--- src/rtl/io_bus_hub.sv ---
// io_bus_hub: decodes CPU IO bus cycles onto NUM_DEV peripheral slots.
// Each slot has a wait-state count and an enable, written through the cfg port.
// The CPU sees a registered request/ack handshake; accesses to disabled slots are
// counted in err_count.
// Optional macro IO_READY_TIMEOUT_EN: the strobe is stretched until the slot's
// dev_rdy is high, and is aborted after TIMEOUT strobe cycles (sets timeout_flag).
module io_bus_hub #(
  parameter int unsigned NUM_DEV = 4,
  parameter int unsigned ADDR_W  = 8,
  parameter int unsigned DATA_W  = 8,
  parameter int unsigned WAIT_W  = 3,
  parameter int unsigned TIMEOUT = 15
) (
  input  logic                                wb_clk_i,
  input  logic                                wb_rst_i,
  // CPU side
  input  logic                                cpu_cyc,
  input  logic                                cpu_we,
  input  logic [ADDR_W-1:0]                   cpu_addr,
  input  logic [DATA_W-1:0]                   cpu_wdata,
  output logic [DATA_W-1:0]                   cpu_rdata,
  output logic                                cpu_ack,
  // device side
  output logic [ADDR_W-$clog2(NUM_DEV)-1:0]   dev_addr,
  output logic [DATA_W-1:0]                   dev_wdata,
  output logic [NUM_DEV-1:0]                  dev_we,
  output logic [NUM_DEV-1:0]                  dev_re,
  input  logic [NUM_DEV*DATA_W-1:0]           dev_rdata,
  input  logic [NUM_DEV-1:0]                  dev_rdy,
  // configuration
  input  logic                                cfg_we,
  input  logic [$clog2(NUM_DEV)-1:0]          cfg_idx,
  input  logic [WAIT_W-1:0]                   cfg_wait,
  input  logic                                cfg_en,
  // status
  output logic [7:0]                          err_count,
  output logic                                timeout_flag
);

  localparam int unsigned IDX_W = $clog2(NUM_DEV);
  localparam int unsigned DA_W  = ADDR_W - IDX_W;

  typedef enum logic [2:0] {StIdle, StWait, StStrobe, StAck, StDone} state_e;

  state_e              state_q;
  logic [WAIT_W-1:0]   wait_q [NUM_DEV];
  logic [NUM_DEV-1:0]  en_q;
  logic [WAIT_W-1:0]   cnt_q;
  logic [IDX_W-1:0]    idx_q;
  logic                we_q;
  logic                hit_q;   // slot was enabled when the strobe began
  logic                ack_q;
  logic [DATA_W-1:0]   rdata_q;
  logic [DA_W-1:0]     addr_q;
  logic [DATA_W-1:0]   wdata_q;
  logic [NUM_DEV-1:0]  we_str_q;
  logic [NUM_DEV-1:0]  re_str_q;
  logic [7:0]          err_q;

  logic [IDX_W-1:0]    go_idx;
  logic                go_we;
  logic [NUM_DEV-1:0]  go_sel;
  logic                enter_strobe;
  logic [DATA_W-1:0]   slot_rdata;
  logic                strobe_done;
  logic                strobe_abort;

`ifdef IO_READY_TIMEOUT_EN
  localparam int unsigned TO_W = $clog2(TIMEOUT + 1);
  logic [TO_W-1:0]     tcnt_q;
  logic                tflag_q;
  logic                slot_rdy;
`else
  logic                unused_rdy;
  logic                unused_cfg;
  assign unused_rdy = ^dev_rdy;
  assign unused_cfg = (TIMEOUT == 0);
`endif

  assign cpu_ack   = ack_q;
  assign cpu_rdata = rdata_q;
  assign dev_addr  = addr_q;
  assign dev_wdata = wdata_q;
  assign dev_we    = we_str_q;
  assign dev_re    = re_str_q;
  assign err_count = err_q;
`ifdef IO_READY_TIMEOUT_EN
  assign timeout_flag = tflag_q;
`else
  assign timeout_flag = 1'b0;
`endif

  // Slot/direction of the access about to strobe: live CPU inputs in IDLE, latched otherwise.
  always_comb begin
    go_idx = idx_q;
    go_we  = we_q;
    if (state_q == StIdle) begin
      go_idx = cpu_addr[ADDR_W-1 -: IDX_W];
      go_we  = cpu_we;
    end
    go_sel         = '0;
    go_sel[go_idx] = en_q[go_idx];
    enter_strobe   = ((state_q == StIdle) && cpu_cyc && (wait_q[go_idx] == '0)) ||
                     ((state_q == StWait) && (cnt_q == '0));
  end

  // Strobe completion: always one cycle, or wait for ready / timeout when enabled.
  always_comb begin
    slot_rdata = dev_rdata[idx_q*DATA_W +: DATA_W];
`ifdef IO_READY_TIMEOUT_EN
    slot_rdy     = dev_rdy[idx_q];
    strobe_abort = hit_q && !slot_rdy && (tcnt_q == TO_W'(TIMEOUT - 1));
    strobe_done  = !hit_q || slot_rdy || strobe_abort;
`else
    strobe_abort = 1'b0;
    strobe_done  = 1'b1;
`endif
  end

  // Per-slot wait-state and enable configuration.
  always_ff @(posedge wb_clk_i) begin
    if (wb_rst_i) begin
      for (int i = 0; i < NUM_DEV; i++) begin
        wait_q[i] <= '0;
      end
      en_q <= '1;
    end else if (cfg_we) begin
      wait_q[cfg_idx] <= cfg_wait;
      en_q[cfg_idx]   <= cfg_en;
    end
  end

  // Transaction FSM with registered strobes, ack, read data and status.
  always_ff @(posedge wb_clk_i) begin
    if (wb_rst_i) begin
      state_q  <= StIdle;
      cnt_q    <= '0;
      idx_q    <= '0;
      we_q     <= 1'b0;
      hit_q    <= 1'b0;
      ack_q    <= 1'b0;
      rdata_q  <= '0;
      addr_q   <= '0;
      wdata_q  <= '0;
      we_str_q <= '0;
      re_str_q <= '0;
      err_q    <= '0;
`ifdef IO_READY_TIMEOUT_EN
      tcnt_q   <= '0;
      tflag_q  <= 1'b0;
`endif
    end else begin
      ack_q <= 1'b0;
      unique case (state_q)
        StIdle: begin
          if (cpu_cyc) begin
            idx_q   <= go_idx;
            we_q    <= cpu_we;
            addr_q  <= cpu_addr[DA_W-1:0];
            wdata_q <= cpu_wdata;
            // A zero wait count skips WAIT entirely (overridden below).
            cnt_q   <= wait_q[go_idx] - 1'b1;
            state_q <= StWait;
          end
        end
        StWait: begin
          cnt_q <= cnt_q - 1'b1;
        end
        StStrobe: begin
          if (strobe_done) begin
            we_str_q <= '0;
            re_str_q <= '0;
            ack_q    <= 1'b1;
            state_q  <= StAck;
            if (!hit_q) begin
              if (err_q != 8'hFF) begin
                err_q <= err_q + 8'd1;
              end
              if (!we_q) begin
                rdata_q <= '1;
              end
            end else if (strobe_abort) begin
              if (!we_q) begin
                rdata_q <= '1;
              end
            end else if (!we_q) begin
              rdata_q <= slot_rdata;
            end
`ifdef IO_READY_TIMEOUT_EN
            if (strobe_abort) begin
              tflag_q <= 1'b1;
            end
          end else begin
            tcnt_q <= tcnt_q + 1'b1;
`endif
          end
        end
        StAck: begin
          state_q <= StDone;
        end
        StDone: begin
          // A cyc still held high is never re-accepted; it must drop first.
          if (!cpu_cyc) begin
            state_q <= StIdle;
          end
        end
        default: begin
          state_q <= StIdle;
        end
      endcase

      if (enter_strobe) begin
        state_q  <= StStrobe;
        hit_q    <= en_q[go_idx];
        we_str_q <= go_we ? go_sel : '0;
        re_str_q <= go_we ? '0 : go_sel;
`ifdef IO_READY_TIMEOUT_EN
        tcnt_q   <= '0;
`endif
      end
    end
  end

endmodule

--- config.mk ---
export PLATFORM = sky130hd
export DESIGN_NAME = io_bus_hub
export DESIGN_NICKNAME = d
export VERILOG_FILES = /design/src/rtl/io_bus_hub.sv
export SDC_FILE = /design/constraint.sdc
export NUM_CORES = 1
export LEC_CHECK = 0
export CELL_PAD_IN_SITES_DETAIL_PLACEMENT = 0
export CELL_PAD_IN_SITES_GLOBAL_PLACEMENT = 1
export CORE_MARGIN = 3
export CORE_UTILIZATION = 45
export CTS_BUF_LIST = sky130_fd_sc_hd__clkbuf_2
export DETAILED_ROUTE_END_ITERATION = 12
export DONT_BUFFER_PORTS = 1
export PLACE_DENSITY = 0.81
export SLEW_MARGIN = 20
export SYNTH_ARGS = -nofsm -noshare
export SYNTH_HDL_FRONTEND = slang
export SYNTH_SLANG_ARGS = --single-unit
--- constraint.sdc ---
create_clock -name wb_clk_i -period 3.05 [get_ports wb_clk_i]
set_clock_uncertainty 0.1 [all_clocks]
set_input_delay 0.915 -clock wb_clk_i [delete_from_list [all_inputs] [get_ports wb_clk_i]]
set_output_delay 0.915 -clock wb_clk_i [all_outputs]
set_load 0.05 [all_outputs]
==> reports/results.txt, run 1 <==
CP max-delay cell = or4b_4
Antenna violations before repair = 0
Worst hold start = wb_rst_i
R2r startpoint = state_q[1]
Area share of the leading cell type in the synthesized netlist = 33.3%
Post-synth top cells = nand2_1 (63), dfxtp_1 (53), nor2_1 (32)
Endpoints failing hold = 0
Final setup violation count = 0
Fmax = 0.385 GHz
Number of synthesized flops with an enable pin = 12
Top-count cell post-synth = nand2_1
Die ar. = 8120 sq um
Max Cap Violations = 0
Post-synth ARST share = 0%
Reg clk slew, reported paths = 0.19 ns
Hpwl dp = 5000 um
First-pass GRT wire length = 11000 um
Cell taking the most area after synthesis = dfxtp_1
Post-CTS sizing = 0
DRC viols = 0
Seq cells post-synth = 65
Total Wirelength = 6730 um
Overall Power = 2.83 mW
Status = complete, no violations
Total GRT Usage = 16.9%
Setup WS pre-CTS = 0.00279 ns
Worst reg2reg setup slack = 0.45 ns
Power Density = 831 nW/um^2
Crit-path max cell delay = 0.56 ns
Antenna cell count = 0
Seq/Total Area, Yosys = 44.6%
Worst slew pin tran = 0.643 ns
Clock sink count = 65
Pleak = 1.26 nW
Starting density of the core = 46.6%
RePlAce Congestion = 0.864
Syn_nets = 394
Mean post-synth cell area = 9.68 sq um
Worst setup EP type = register
Core Box Area = 6830 sq um
Fin util = 49.8%
Vias/cell = 5.44
GRT Residual Overflow = 0
Worst Path Arrival = 2.88 ns
CP Launch Type = register
Hold Path End = err_count[4]
HP Class = input pin to register
Clock Latency Late Sink = 0.49 ns
CP Class = register to register
Worst path cell trace = or4b_4, a311o_1, a21oi_1, a21oi_1, mux2i_1, ha_1, mux2i_1, a221oi_1, a31oi_1
Buffers added on ports = 0
DRT antenna net count = 0
Sum Neg Setup Slack = 0 ns
Clock root cell = clkbuf_2
Tmin final = 2.60 ns
Ys Warns = 0
Synthesized cell area = 3190 sq um
CP required = 3.33 ns
Row count = 30
RR Endpoint = cnt_q[2]
Main synth FF type = dfxtp_1
First DRT Iteration DRCs = 86
CTS tree = done
Hold_buf cts = 0
Htree depth = 3
1st-pass router iterations = 4
Max-slew violation count = 0
Area contributors post-synth = dfxtp_1 (33%), edfxtp_1 (11%), mux4_2 (8.5%)
Die W = 90.1 um
CP Depth = 9
CP bufs+invs = 0
# fillers = 694
P&R area growth vs syn = 6.87%
DIE HEIGHT = 90.1 um
Unrepaired setup endpoints after global routing = no
Proportion of layout cells with a drive suffix above 1 = 14.7%
R2R cell count = 9
Top Family by Delay on Critical Path = compound AO/OA/AOI/OAI gates
Largest net degree at the start of global routing = 57
Crit path max fanout = 5
Drt wl/cell = 15.7 um
Post-synthesis cell type count = 54
Cell count after placement = 414
Period utilization = 85.2%
Hold Crit Depth = 1
# IOs = 103
Vias in the first global route = 2225
Setup bufs post-CTS = 0
Routed via count = 2341
Syn Inst Count = 329
Maximum clock path buffer count = 2
Final net count = 394
Worst slew margin = 57.1%
Setup ws final = 0.451 ns
Total CTS buffers = 9
Worst VDD drop = 0.384 mV
Non-Filler Instances = 430
[state kept, by name, summed over array words and instances, names as in the netlist]
register,count
en_q,4
dev_we,4
dev_re,4
cpu_rdata,8
err_count,8
idx_q,2
we_q,1
hit_q,1
wait_q,12
dev_wdata,8
dev_addr,6
cpu_ack,1
state_q,3
cnt_q,3
[cells in the final DEF, fill, tap and decap left out, types with 3 or more instances in the layout]
cell type,count
nand2_1,63
dfxtp_1,53
nor2_1,32
a21oi_1,22
mux2i_1,20
mux4_2,12
edfxtp_1,12
nand2b_1,10
clkbuf_2,10
o22ai_1,8
nand3_1,7
buf_4,7
nor3_1,6
xor2_1,6
inv_1,4
nand3b_1,4
and3_1,4
nor3_2,3
o21ai_0,3
a31oi_1,3
nand4_1,3
[kinds of logic (layout without fill, tap and decap cells)]
| kind of cell | count (synthesis) | count (layout) | share of synthesized area, % |
|---|---|---|---|
| mux | 34 | 34 | 15.6 |
| compound gates | 51 | 51 | 11.0 |
| other cells | 1 | 1 | 0.118 |
| simple gates | 147 | 147 | 22.4 |
| xor+xnor | 7 | 7 | 1.92 |
| buf+inv | 22 | 27 | 3.50 |
| fa+ha+maj | 2 | 2 | 0.785 |
| flops | 65 | 65 | 44.6 |
[layout make-up]
cell class | count | area (sq um) | area share (%)
timing repair buffer | 7 | 52.6 | 1.54
inverter | 4 | 15.0 | 0.441
clock inverter | 6 | 83.8 | 2.46
multi-input combinational | 242 | 1660 | 48.8
tap | 96 | 120 | 3.53
clock buffer | 10 | 50.0 | 1.47
sequential | 65 | 1420 | 41.7
[worst max-delay path by stage]
stage	from	to
finish	state_q[1]	cnt_q[2]
global route	idx_q[1]	cnt_q[2]
CTS	state_q[0]	cnt_q[2]
detailed placement	cpu_addr[6]	cnt_q[2]
global placement	cpu_addr[6]	cnt_q[2]
floorplan	cpu_addr[7]	cnt_q[2]
[metal layers]
metal / global-route usage [%] / share of wire, % / vias up
met5: 0 / 0 / -
met4: 5.48 / 1.5 / 0
met3: 6.03 / 4.6 / 9
met2: 27.2 / 49 / 45
met1: 21.1 / 45 / 1110
li1: - / - / 1177
[where the power goes]
part / internal (mW) / switching, mW
sequential: 1.01 / 0.399
clock: 0.270 / 0.314
combinational: 0.386 / 0.451
[per-stage QoR]
stage | hold WS (ns) | cell area (sq um)
2_1_floorplan | 0.341 | 3190
3_3_place_gp | 0.365 | 3270
3_5_place_dp | 0.371 | 3270
4_1_cts | 0.317 | 3400
5_1_grt | 0.274 | 3400
6_report | 0.360 | 3400
Power figures use the tool's default switching activity.
==> inputs of run 2 (changes only) <==
==> config.mk (replaced) <==
export PLATFORM = sky130hd
export DESIGN_NAME = io_bus_hub
export DESIGN_NICKNAME = d
export VERILOG_FILES = /design/src/rtl/io_bus_hub.sv
export SDC_FILE = /design/constraint.sdc
export NUM_CORES = 1
export LEC_CHECK = 0
export CORE_MARGIN = 3
export CORE_UTILIZATION = 45
export CTS_BUF_LIST = sky130_fd_sc_hd__clkbuf_2
export DETAILED_ROUTE_END_ITERATION = 12
export DONT_BUFFER_PORTS = 1
export HOLD_SLACK_MARGIN = 0.1
export PLACE_DENSITY = 0.69
export SLEW_MARGIN = 20
export SYNTH_ARGS = -nofsm -noshare
export SYNTH_HDL_FRONTEND = slang
export SYNTH_SLANG_ARGS = --single-unit
==> run 2 against run 1 <==
Net effect:
- setup slack got worse by 0.065 ns
- die area unchanged
- clock power decreased by 30%
- critical path depth unchanged
- count of clock-buffer cells in the layout increased by 1
- global-route usage decreased by 0.20 points
- total power decreased by 6.2%
- sequential share of layout area increased by 0.81 points
- via count increased by 1.2%
- worst hold slack got worse by 0.014 ns
- critical path type unchanged
- largest cell class unchanged
- highest routed layer unchanged
==> reports/results.txt, run 2 (synthesis results as in run 1) <==
Status = complete, no violations
Max-slew violation count = 0
Worst Path Arrival = 2.97 ns
1st-pass router iterations = 4
GRT Residual Overflow = 0
Period utilization = 87.3%
GR Layer Usage met3 = 5.44%
Fin util = 48.9%
# IOs = 103
Total GRT Usage = 16.7%
Pleak = 1.24 nW
Routed via count = 2368
CTS tree = done
Largest net degree at the start of global routing = 57
Core Box Area = 6830 sq um
Commonest non-fill, non-tap cell in the layout = nand2_1
Worst setup EP type = register
DRT antenna net count = 0
Unrepaired setup endpoints after global routing = no
Starting density of the core = 46.6%
Endpoints failing hold = 0
Antenna cell count = 0
Die W = 90.1 um
Clock Latency Late Sink = 0.52 ns
Worst VDD drop = 0.345 mV
Drt wl/cell = 15.8 um
Row count = 30
Setup WS pre-CTS = 0.0131 ns
Sw Pwr = 1.16 mW
Total Wirelength = 6750 um
Clock root cell = clkbuf_2
DIE HEIGHT = 90.1 um
RePlAce Congestion = 0.807
Post-layout instance area = 3340 sq um
Final setup violation count = 0
Crit path max fanout = 8
Grt met1 use = 22.1%
Max reg flops = 12
Power Density = 794 nW/um^2
Hpwl dp = 4940 um
Most used routing layer in global routing = met2
# fillers = 711
GR met2 Demand/Resource = 25.1%
Non-Filler Instances = 428
Reg clk slew, reported paths = 0.17 ns
Proportion of layout cells with a drive suffix above 1 = 14.5%
Vias/cell = 5.53
Largest Register = wait_q
CP Launch Type = register
Worst slew pin tran = 0.670 ns
Antenna violations before repair = 0
Setup ws final = 0.386 ns
Final net count = 393
Htree depth = 3
CP Class = register to register
Sw Share = 43.7%
Vias in the first global route = 2193
Worst slew margin = 55.3%
Die ar. = 8120 sq um
Most frequent cells in the layout = nand2_1 (63), dfxtp_1 (53), nor2_1 (32), a21oi_1 (22), mux2i_1 (20)
Max Cap Violations = 0
DRC viols = 0
Post-CTS sizing = 0
Overall Power = 2.65 mW
Int Power = 1.49 mW
Total CTS buffers = 9
Placed Area = 3260 sq um
Hold_ws = 0.346 ns
Hold_buf cts = 0
CP required = 3.35 ns
P&R area growth vs syn = 4.83%
Fmax = 0.375 GHz
Cell count after placement = 413
Multi-input gate area = 1660 sq um
First-pass GRT wire length = 10900 um
Power share of the clock group = 15.3%
Setup bufs post-CTS = 0
Maximum clock path buffer count = 2
Clock sink count = 65
Tmin final = 2.66 ns
Register area = 1420 sq um
Sum Neg Setup Slack = 0 ns
HP Class = input pin to register
Buffers added on ports = 0
Comb pwr share = 31.4%
Power share of the sequential group = 53.3%
First DRT Iteration DRCs = 107
run 2: cell count changes in the layout (fill, tap and decap cells not counted):
cell | before | now
buf_4 | 7 | 6
bufinv_16 | 2 | 0
clkbuf_2 | 10 | 11
clkinv_1 | 1 | 0
clkinv_2 | 1 | 3
clkinvlp_4 | 2 | 0
inv_4 | 0 | 1
run 2: power by group through the flow:
stage / Sequential, mW / Clock (mW) / Combinational, mW
final: 1.41 / 0.406 / 0.832
after global routing: 1.43 / 0.458 / 0.932
after CTS: 1.41 / 0.422 / 0.836
after detailed placement: 1.43 / 0 / 0.833
after global placement: 1.43 / 0 / 0.809
after floorplan: 1.38 / 0 / 0.735
run 2: worst paths after layout:
check / slack (ns) / cells after the start / startpoint / to
worst min register to register: 0.40 / 2 / en_q[0] / en_q[0]
worst max register to register: 0.39 / 9 / state_q[1] / cnt_q[2]
worst min-delay path: 0.35 / 1 / wb_rst_i / err_count[3]
worst max-delay path: 0.39 / 9 / state_q[1] / cnt_q[2]
run 2: critical path, stage by stage (launching register included):
cell,delay (ns)
dfxtp_1,0.43
or4b_4,0.58
a311o_1,0.37
a21oi_1,0.11
a21oi_1,0.08
mux2i_1,0.17
ha_1,0.24
mux2i_1,0.10
a221oi_1,0.28
a31oi_1,0.11
run 2: final cells by class:
class,count,share of cell area [%]
Clock buffer,11,1.65
Multi-Input combinational cell,242,49.8
Tap cell,96,3.60
Sequential cell,65,42.6
Clock inverter,4,0.637
Inverter,4,0.450
Timing Repair Buffer,6,1.35
run 2: metal layers:
layer	wire length, um	part of all wire (%)
met5	0	0
met4	123	1.8
met3	396	5.9
met2	3280	49
met1	2950	44
